`config.mk`:
```
export PLATFORM = sky130hd
export DESIGN_NAME = vga_pixpack_flat
export DESIGN_NICKNAME = d
export VERILOG_FILES = /design/src/rtl/vga_pixpack_if.sv /design/src/rtl/vga_pixpack.sv /design/src/flat_wrapper.sv
export SDC_FILE = /design/constraint.sdc
export NUM_CORES = 1
export LEC_CHECK = 0
export CAP_MARGIN = 20
export CORE_MARGIN = 8
export CORE_UTILIZATION = 54
export CTS_CLUSTER_SIZE = 12
export DETAILED_ROUTE_END_ITERATION = 7
export GPL_TIMING_DRIVEN = 0
export PLACE_DENSITY = 0.8
export SYNTH_ARGS = -nofsm -noshare
export SYNTH_HDL_FRONTEND = slang
export SYNTH_SLANG_ARGS = --single-unit
```
`constraint.sdc`:
```
create_clock -name clk -period 2.4 [get_ports clk]
set_input_delay 0.24 -clock clk [delete_from_list [all_inputs] [get_ports clk]]
set_output_delay 0.24 -clock clk [all_outputs]
set_load 0.005 [all_outputs]
```
`src/rtl/vga_pixpack_if.sv`:
```
// Pixel-packer port bundle: RGB FIFO read side, pixel-buffer write side and packing controls.
// master drives pixels, depth, flush and buffer-full; slave is the packer.
interface vga_pixpack_if;
  logic [1:0]  ColorDepth;
  logic [7:0]  R;
  logic [7:0]  G;
  logic [7:0]  B;
  logic        rgb_fifo_empty;
  logic        rgb_fifo_rreq;
  logic        flush;
  logic        pixel_buffer_full;
  logic        pixel_buffer_wreq;
  logic [31:0] pixel_buffer_do;

  modport master (
    output ColorDepth, R, G, B, rgb_fifo_empty, flush, pixel_buffer_full,
    input  rgb_fifo_rreq, pixel_buffer_wreq, pixel_buffer_do
  );

  modport slave (
    input  ColorDepth, R, G, B, rgb_fifo_empty, flush, pixel_buffer_full,
    output rgb_fifo_rreq, pixel_buffer_wreq, pixel_buffer_do
  );
endinterface

```
`src/rtl/vga_pixpack.sv`:
```
// Packs FWFT RGB pixels into 32-bit words (8bpp grey, 16bpp 5-6-5, 24bpp); word valid one clk after its last pixel.
// Pops stop while a pending write is blocked by pixel_buffer_full; VGA_PACK_LUMA_EN selects luma grey for 8bpp.
module vga_pixpack (
  input  logic         clk,
  input  logic         nrst,
  vga_pixpack_if.slave pp
);

  typedef enum logic {
    PACK  = 1'b0,
    FLUSH = 1'b1
  } state_t;

  state_t      state;
  logic [1:0]  pcnt;
  logic [1:0]  cdepth;
  logic [23:0] carry;
  logic        wreq;
  logic [31:0] dout;

  logic        stall;
  logic        pop;
  logic [1:0]  depth;
  logic [7:0]  grey;
  logic [15:0] rgb565;

  logic        pix_done;
  logic [31:0] pix_word;
  logic [23:0] pix_carry;
  logic [1:0]  pix_pcnt;

  assign stall = wreq & pp.pixel_buffer_full;
  assign pop   = nrst & ~pp.rgb_fifo_empty & ~stall & (state == PACK) & ~pp.flush;

  // The first pixel of a group uses the live depth; later pixels stay on the latched one.
  assign depth = (pcnt == 2'd0) ? pp.ColorDepth : cdepth;

`ifdef VGA_PACK_LUMA_EN
  assign grey = 8'((16'd77  * {8'd0, pp.R} +
                    16'd150 * {8'd0, pp.G} +
                    16'd29  * {8'd0, pp.B}) >> 8);
`else
  assign grey = pp.R;
`endif

  assign rgb565 = {pp.R[7:3], pp.G[7:2], pp.B[7:3]};

  // Unfilled carry bytes are kept at zero so a flushed partial word is always {carry, 8'h00}.
  always_comb begin
    pix_done  = 1'b0;
    pix_word  = 32'd0;
    pix_carry = carry;
    pix_pcnt  = pcnt + 2'd1;
    case (depth)
      2'b00: begin
        case (pcnt)
          2'd0: pix_carry = {grey, 16'd0};
          2'd1: pix_carry = {carry[23:16], grey, 8'd0};
          2'd2: pix_carry = {carry[23:8], grey};
          default: begin
            pix_done  = 1'b1;
            pix_word  = {carry, grey};
            pix_carry = 24'd0;
          end
        endcase
      end
      2'b01: begin
        if (pcnt == 2'd0) begin
          pix_carry = {rgb565, 8'd0};
        end else begin
          pix_done  = 1'b1;
          pix_word  = {carry[23:8], rgb565};
          pix_carry = 24'd0;
          pix_pcnt  = 2'd0;
        end
      end
      default: begin
        case (pcnt)
          2'd0: pix_carry = {pp.R, pp.G, pp.B};
          2'd1: begin
            pix_done  = 1'b1;
            pix_word  = {carry, pp.R};
            pix_carry = {pp.G, pp.B, 8'd0};
          end
          2'd2: begin
            pix_done  = 1'b1;
            pix_word  = {carry[23:8], pp.R, pp.G};
            pix_carry = {pp.B, 16'd0};
          end
          default: begin
            pix_done  = 1'b1;
            pix_word  = {carry[23:16], pp.R, pp.G, pp.B};
            pix_carry = 24'd0;
          end
        endcase
      end
    endcase
  end

  always_ff @(posedge clk or negedge nrst) begin
    if (!nrst) begin
      state  <= PACK;
      pcnt   <= 2'd0;
      cdepth <= 2'b00;
      carry  <= 24'd0;
      wreq   <= 1'b0;
      dout   <= 32'd0;
    end else begin
      if (pcnt == 2'd0) begin
        cdepth <= pp.ColorDepth;
      end
      if (wreq && !pp.pixel_buffer_full) begin
        wreq <= 1'b0;
      end
      case (state)
        PACK: begin
          if (pp.flush) begin
            if (pcnt != 2'd0) begin
              if (stall) begin
                state <= FLUSH;
              end else begin
                dout  <= {carry, 8'd0};
                wreq  <= 1'b1;
                pcnt  <= 2'd0;
                carry <= 24'd0;
              end
            end
          end else if (pop) begin
            pcnt  <= pix_pcnt;
            carry <= pix_carry;
            if (pix_done) begin
              dout <= pix_word;
              wreq <= 1'b1;
            end
          end
        end
        FLUSH: begin
          if (!stall) begin
            dout  <= {carry, 8'd0};
            wreq  <= 1'b1;
            pcnt  <= 2'd0;
            carry <= 24'd0;
            state <= PACK;
          end
        end
        default: state <= PACK;
      endcase
    end
  end

  assign pp.rgb_fifo_rreq     = pop;
  assign pp.pixel_buffer_wreq = wreq;
  assign pp.pixel_buffer_do   = dout;

endmodule

```
`src/flat_wrapper.sv`:
```
// flat-port wrapper written by rule: the top's interface ports become plain ports
module vga_pixpack_flat 
  (clk, nrst, pp_ColorDepth, pp_R, pp_G, pp_B, pp_rgb_fifo_empty, pp_flush, pp_pixel_buffer_full, pp_rgb_fifo_rreq, pp_pixel_buffer_wreq, pp_pixel_buffer_do);
  vga_pixpack_if pp_i ();
  input  logic clk;
  input  logic nrst;
  input wire logic [$bits(pp_i.ColorDepth)-1:0] pp_ColorDepth;
  input wire logic [$bits(pp_i.R)-1:0] pp_R;
  input wire logic [$bits(pp_i.G)-1:0] pp_G;
  input wire logic [$bits(pp_i.B)-1:0] pp_B;
  input wire logic [$bits(pp_i.rgb_fifo_empty)-1:0] pp_rgb_fifo_empty;
  input wire logic [$bits(pp_i.flush)-1:0] pp_flush;
  input wire logic [$bits(pp_i.pixel_buffer_full)-1:0] pp_pixel_buffer_full;
  output wire logic [$bits(pp_i.rgb_fifo_rreq)-1:0] pp_rgb_fifo_rreq;
  output wire logic [$bits(pp_i.pixel_buffer_wreq)-1:0] pp_pixel_buffer_wreq;
  output wire logic [$bits(pp_i.pixel_buffer_do)-1:0] pp_pixel_buffer_do;
  assign pp_i.ColorDepth = pp_ColorDepth;
  assign pp_i.R = pp_R;
  assign pp_i.G = pp_G;
  assign pp_i.B = pp_B;
  assign pp_i.rgb_fifo_empty = pp_rgb_fifo_empty;
  assign pp_i.flush = pp_flush;
  assign pp_i.pixel_buffer_full = pp_pixel_buffer_full;
  assign pp_rgb_fifo_rreq = pp_i.rgb_fifo_rreq;
  assign pp_pixel_buffer_wreq = pp_i.pixel_buffer_wreq;
  assign pp_pixel_buffer_do = pp_i.pixel_buffer_do;
  vga_pixpack u_core (.clk(clk), .nrst(nrst), .pp(pp_i));
endmodule
```
==> out/metrics.cfg <==
[clocking]
clk_pin_slew_worst_paths_ps = 80
numClockSinks = 62
clock_path_buffers = 2
cts-root-buf = clkbuf_8
h-tree-depth = 3
numCtsBuffers = 9
cts_tree = done
clock_latency_ps = 360

[worst_setup_path]
critPathRequiredTime_ps = 2650
crit_start = u_core.pcnt[0]
cp_max_fo = 10
path_class = flop to flop
start_kind = flop
r2r-start = u_core.pcnt[0]
arrival_ps = 2570
path_cells = inv_2, ha_2, buf_8, mux2i_4, buf_2, nor3_1, a221o_1, a22o_1
end_kind = flop
crit_slowest_cell = dfrtp_1
worst_path_largest_cell_delay_ps = 440

[yosys]
synth_top_area_cell = dfrtp_1
synth.avg_cell_area_um2 = 9.67
ys_seq_area_share_pct = 40.9
ys_seq_elements = 62
synthCells = 392
syn_nets = 429
synth_area_um2 = 3790
ys_warn_count = 0
synth_cell_types = 50
yosys-top-cells-area = dfrtp_1 (41%), a22o_1 (7.2%), o2bb2ai_1 (6.9%), a22oi_1 (6.1%), nand2_1 (4.0%)
netlist.area_leader.share_pct = 40.9

[cells_and_area]
area_delta_synth_final_pct = 28.7
antenna_cells = 0
instances_no_fill = 569
layout_common_cells = dfrtp_1 (62), clkdlybuf4s50_1 (58), nand2_1 (40), a22o_1 (31), a22oi_1 (31)
fillers = 514
final_common_cell = dfrtp_1
stdcell_area_um2 = 4880
drive_gt1_share_pct = 15.9
final_util_pct = 71.8
fin_nets = 505

[placed_design]
hpwlAfterDp_um = 9560
numPlacedInstances = 548
io_buffers = 59
gp_congestion = 0.965
place_area_um2 = 4520

[die]
initial_core_util_pct = 55.8
die_w_um = 99.8
num_rows = 30
io_pins = 65
die_h_um = 99.8
core_area_um2 = 6790
die_area_um2 = 9960

[power]
p_seq_share_pct = 34.1
p_sw_w = 0.00148
p_clk_share_pct = 26.1
leakage_nw = 1.99
p_int_w = 0.00274
combinationalPowerShare_pct = 39.8
power_density_nw_per_um2 = 864
switching_share_pct = 35.1
peakVddDrop_uv = 418

[sta]
min_period_ps = 2320
fin_setup_tns_ps = 0
fmax_mhz = 430
finalSetupViolations = 0
slew_viol_final = 0
rsz0062_at_grt = false
hold_violations = 0
period_share_pct = 96.8
relSlewSlack_pct = 46.3
worst_slew_pin_slew_ps = 800
skew_ps = 13.1

[global_route]
grt_use_total_pct = 27.5
grt_overflow = 0
grt_max_degree = 34
grt_pass1_wl_um = 21100
met1_usage_pct = 35.8
antenna_found_initial = 0
busiest_layer = met2
gr-usage-met3_pct = 6.16
grt_use_met2_pct = 41.7
grt_pass1_vias = 3792

[drt]
num_vias = 3829
wirelength_um = 13600
drt_iter0_markers = 401
wl_per_cell_um = 23.9
via_per_inst = 6.73
ant_nets = 0
first_pass_iters = 6
drc = 0

[hold_path]
hold_path.class = input port to flop
holdCritStartpoint = pp_R[4]

[run_status]
status = complete, no violations

[job]
maxCapViolations = 0

==> per-stage QoR <==
stage / hold slack, ps / worst slack (ps) / total power (W)
2_1_floorplan: -55.6 / 331 / 0.00231
3_3_place_gp: 469 / -2160 / 0.00299
3_5_place_dp: 334 / -266 / 0.00302
4_1_cts: 419 / 8.04 / 0.00414
5_1_grt: 476 / 3.46 / 0.00439
6_report: 443 / 75.6 / 0.00422
==> power groups by stage <==
stage	clock network, W	registers, W	logic [W]
2_1_floorplan	0	0.00144	0.000873
3_3_place_gp	0	0.00143	0.00156
3_5_place_dp	0	0.00145	0.00158
4_1_cts	0.00109	0.00143	0.00162
5_1_grt	0.00113	0.00147	0.00179
6_report	0.00110	0.00144	0.00168
==> synthesized netlist by cell type (all sizes together) <==
cell and count:
dfrtp 62, nand2 40, o21ai 32, a22o 31, a22oi 31, o2bb2ai 30, nor2 21, clkbuf 19
buf 17, inv 11, a21oi 10, mux2 10, a222oi 9, nor3 9, a221o 8, a221oi 7
ha 6, mux2i 6, nand3 4, and2 3, and3 3, or2 3, a211oi 2, a21o 2
a31oi 2, nor2b 2, nor3b 2, a311oi 1, a31o 1, a32o 1, a41oi 1, clkinv 1
nand4b 1, o21a 1, o21bai 1, or3 1, or4 1
==> layer usage <==
layer / share of wire, % / wire, µm
met5: 0 / 0
met4: 3.6 / 484
met3: 10 / 1420
met2: 45 / 6180
met1: 40 / 5500
==> registers in the layout, indices dropped and copies added (netlist names) <==
register                     flops
u_core.carry                    24
u_core.cdepth                    2
u_core.pcnt                      2
u_core.pp.pixel_buffer_do       32
u_core.pp.pixel_buffer_wreq      1
u_core.state                     1
==> path summary, 6_finish.rpt <==
kind	endpoint	slack [ps]	cells past startpoint
setup / recovery	u_core.pp.pixel_buffer_do[5]	80	8
hold reg to reg	u_core.carry[4]	490	2
min in group asynchronous	u_core.pp.pixel_buffer_do[3]	460	3
hold / removal	u_core.carry[4]	440	3
setup reg to reg	u_core.pp.pixel_buffer_do[5]	80	8
max in group asynchronous	u_core.pp.pixel_buffer_do[29]	1750	3
==> what timing repair did <==
action                     in CTS  in global routing
setup buffers                   4                  2
resized for setup               6                 21
pin swaps                       2                  2
hold buffers                    2                  0
setup endpoints to repair      52                 58
gates cloned                    0                  0
hold endpoints to repair       29                  0
==> final cells by class <==
cell class,count,area (µm²),area share (%)
well taps,96,120,2.46
multi-input cells,282,2070,42.3
flip-flops and latches,62,1550,31.8
plain buffers,33,185,3.79
clock inverters,5,81.3,1.67
clock buffers,11,151,3.10
repair buffers,68,681,13.9
inverters,12,45.0,0.923
==> logic make-up after synthesis <==
family / after synthesis / synth area share [%]
AOI/OAI and AO/OA: 170 / 35.0
DFF: 62 / 40.9
buffers and inverters: 48 / 5.97
and+or+nand+nor: 90 / 11.5
adders and majority gates: 6 / 1.98
muxes: 16 / 4.65
==> critical path: cells and delay by family, from the launching register on <==
family                     cells  cell delay (ps)
muxes                          1              360
and+or+nand+nor                1               90
AOI/OAI and AO/OA              2              520
DFF                            1              440
buffers and inverters          3              580
adders and majority gates      1              220
Note: power is estimated with default switching activity, not from simulation.
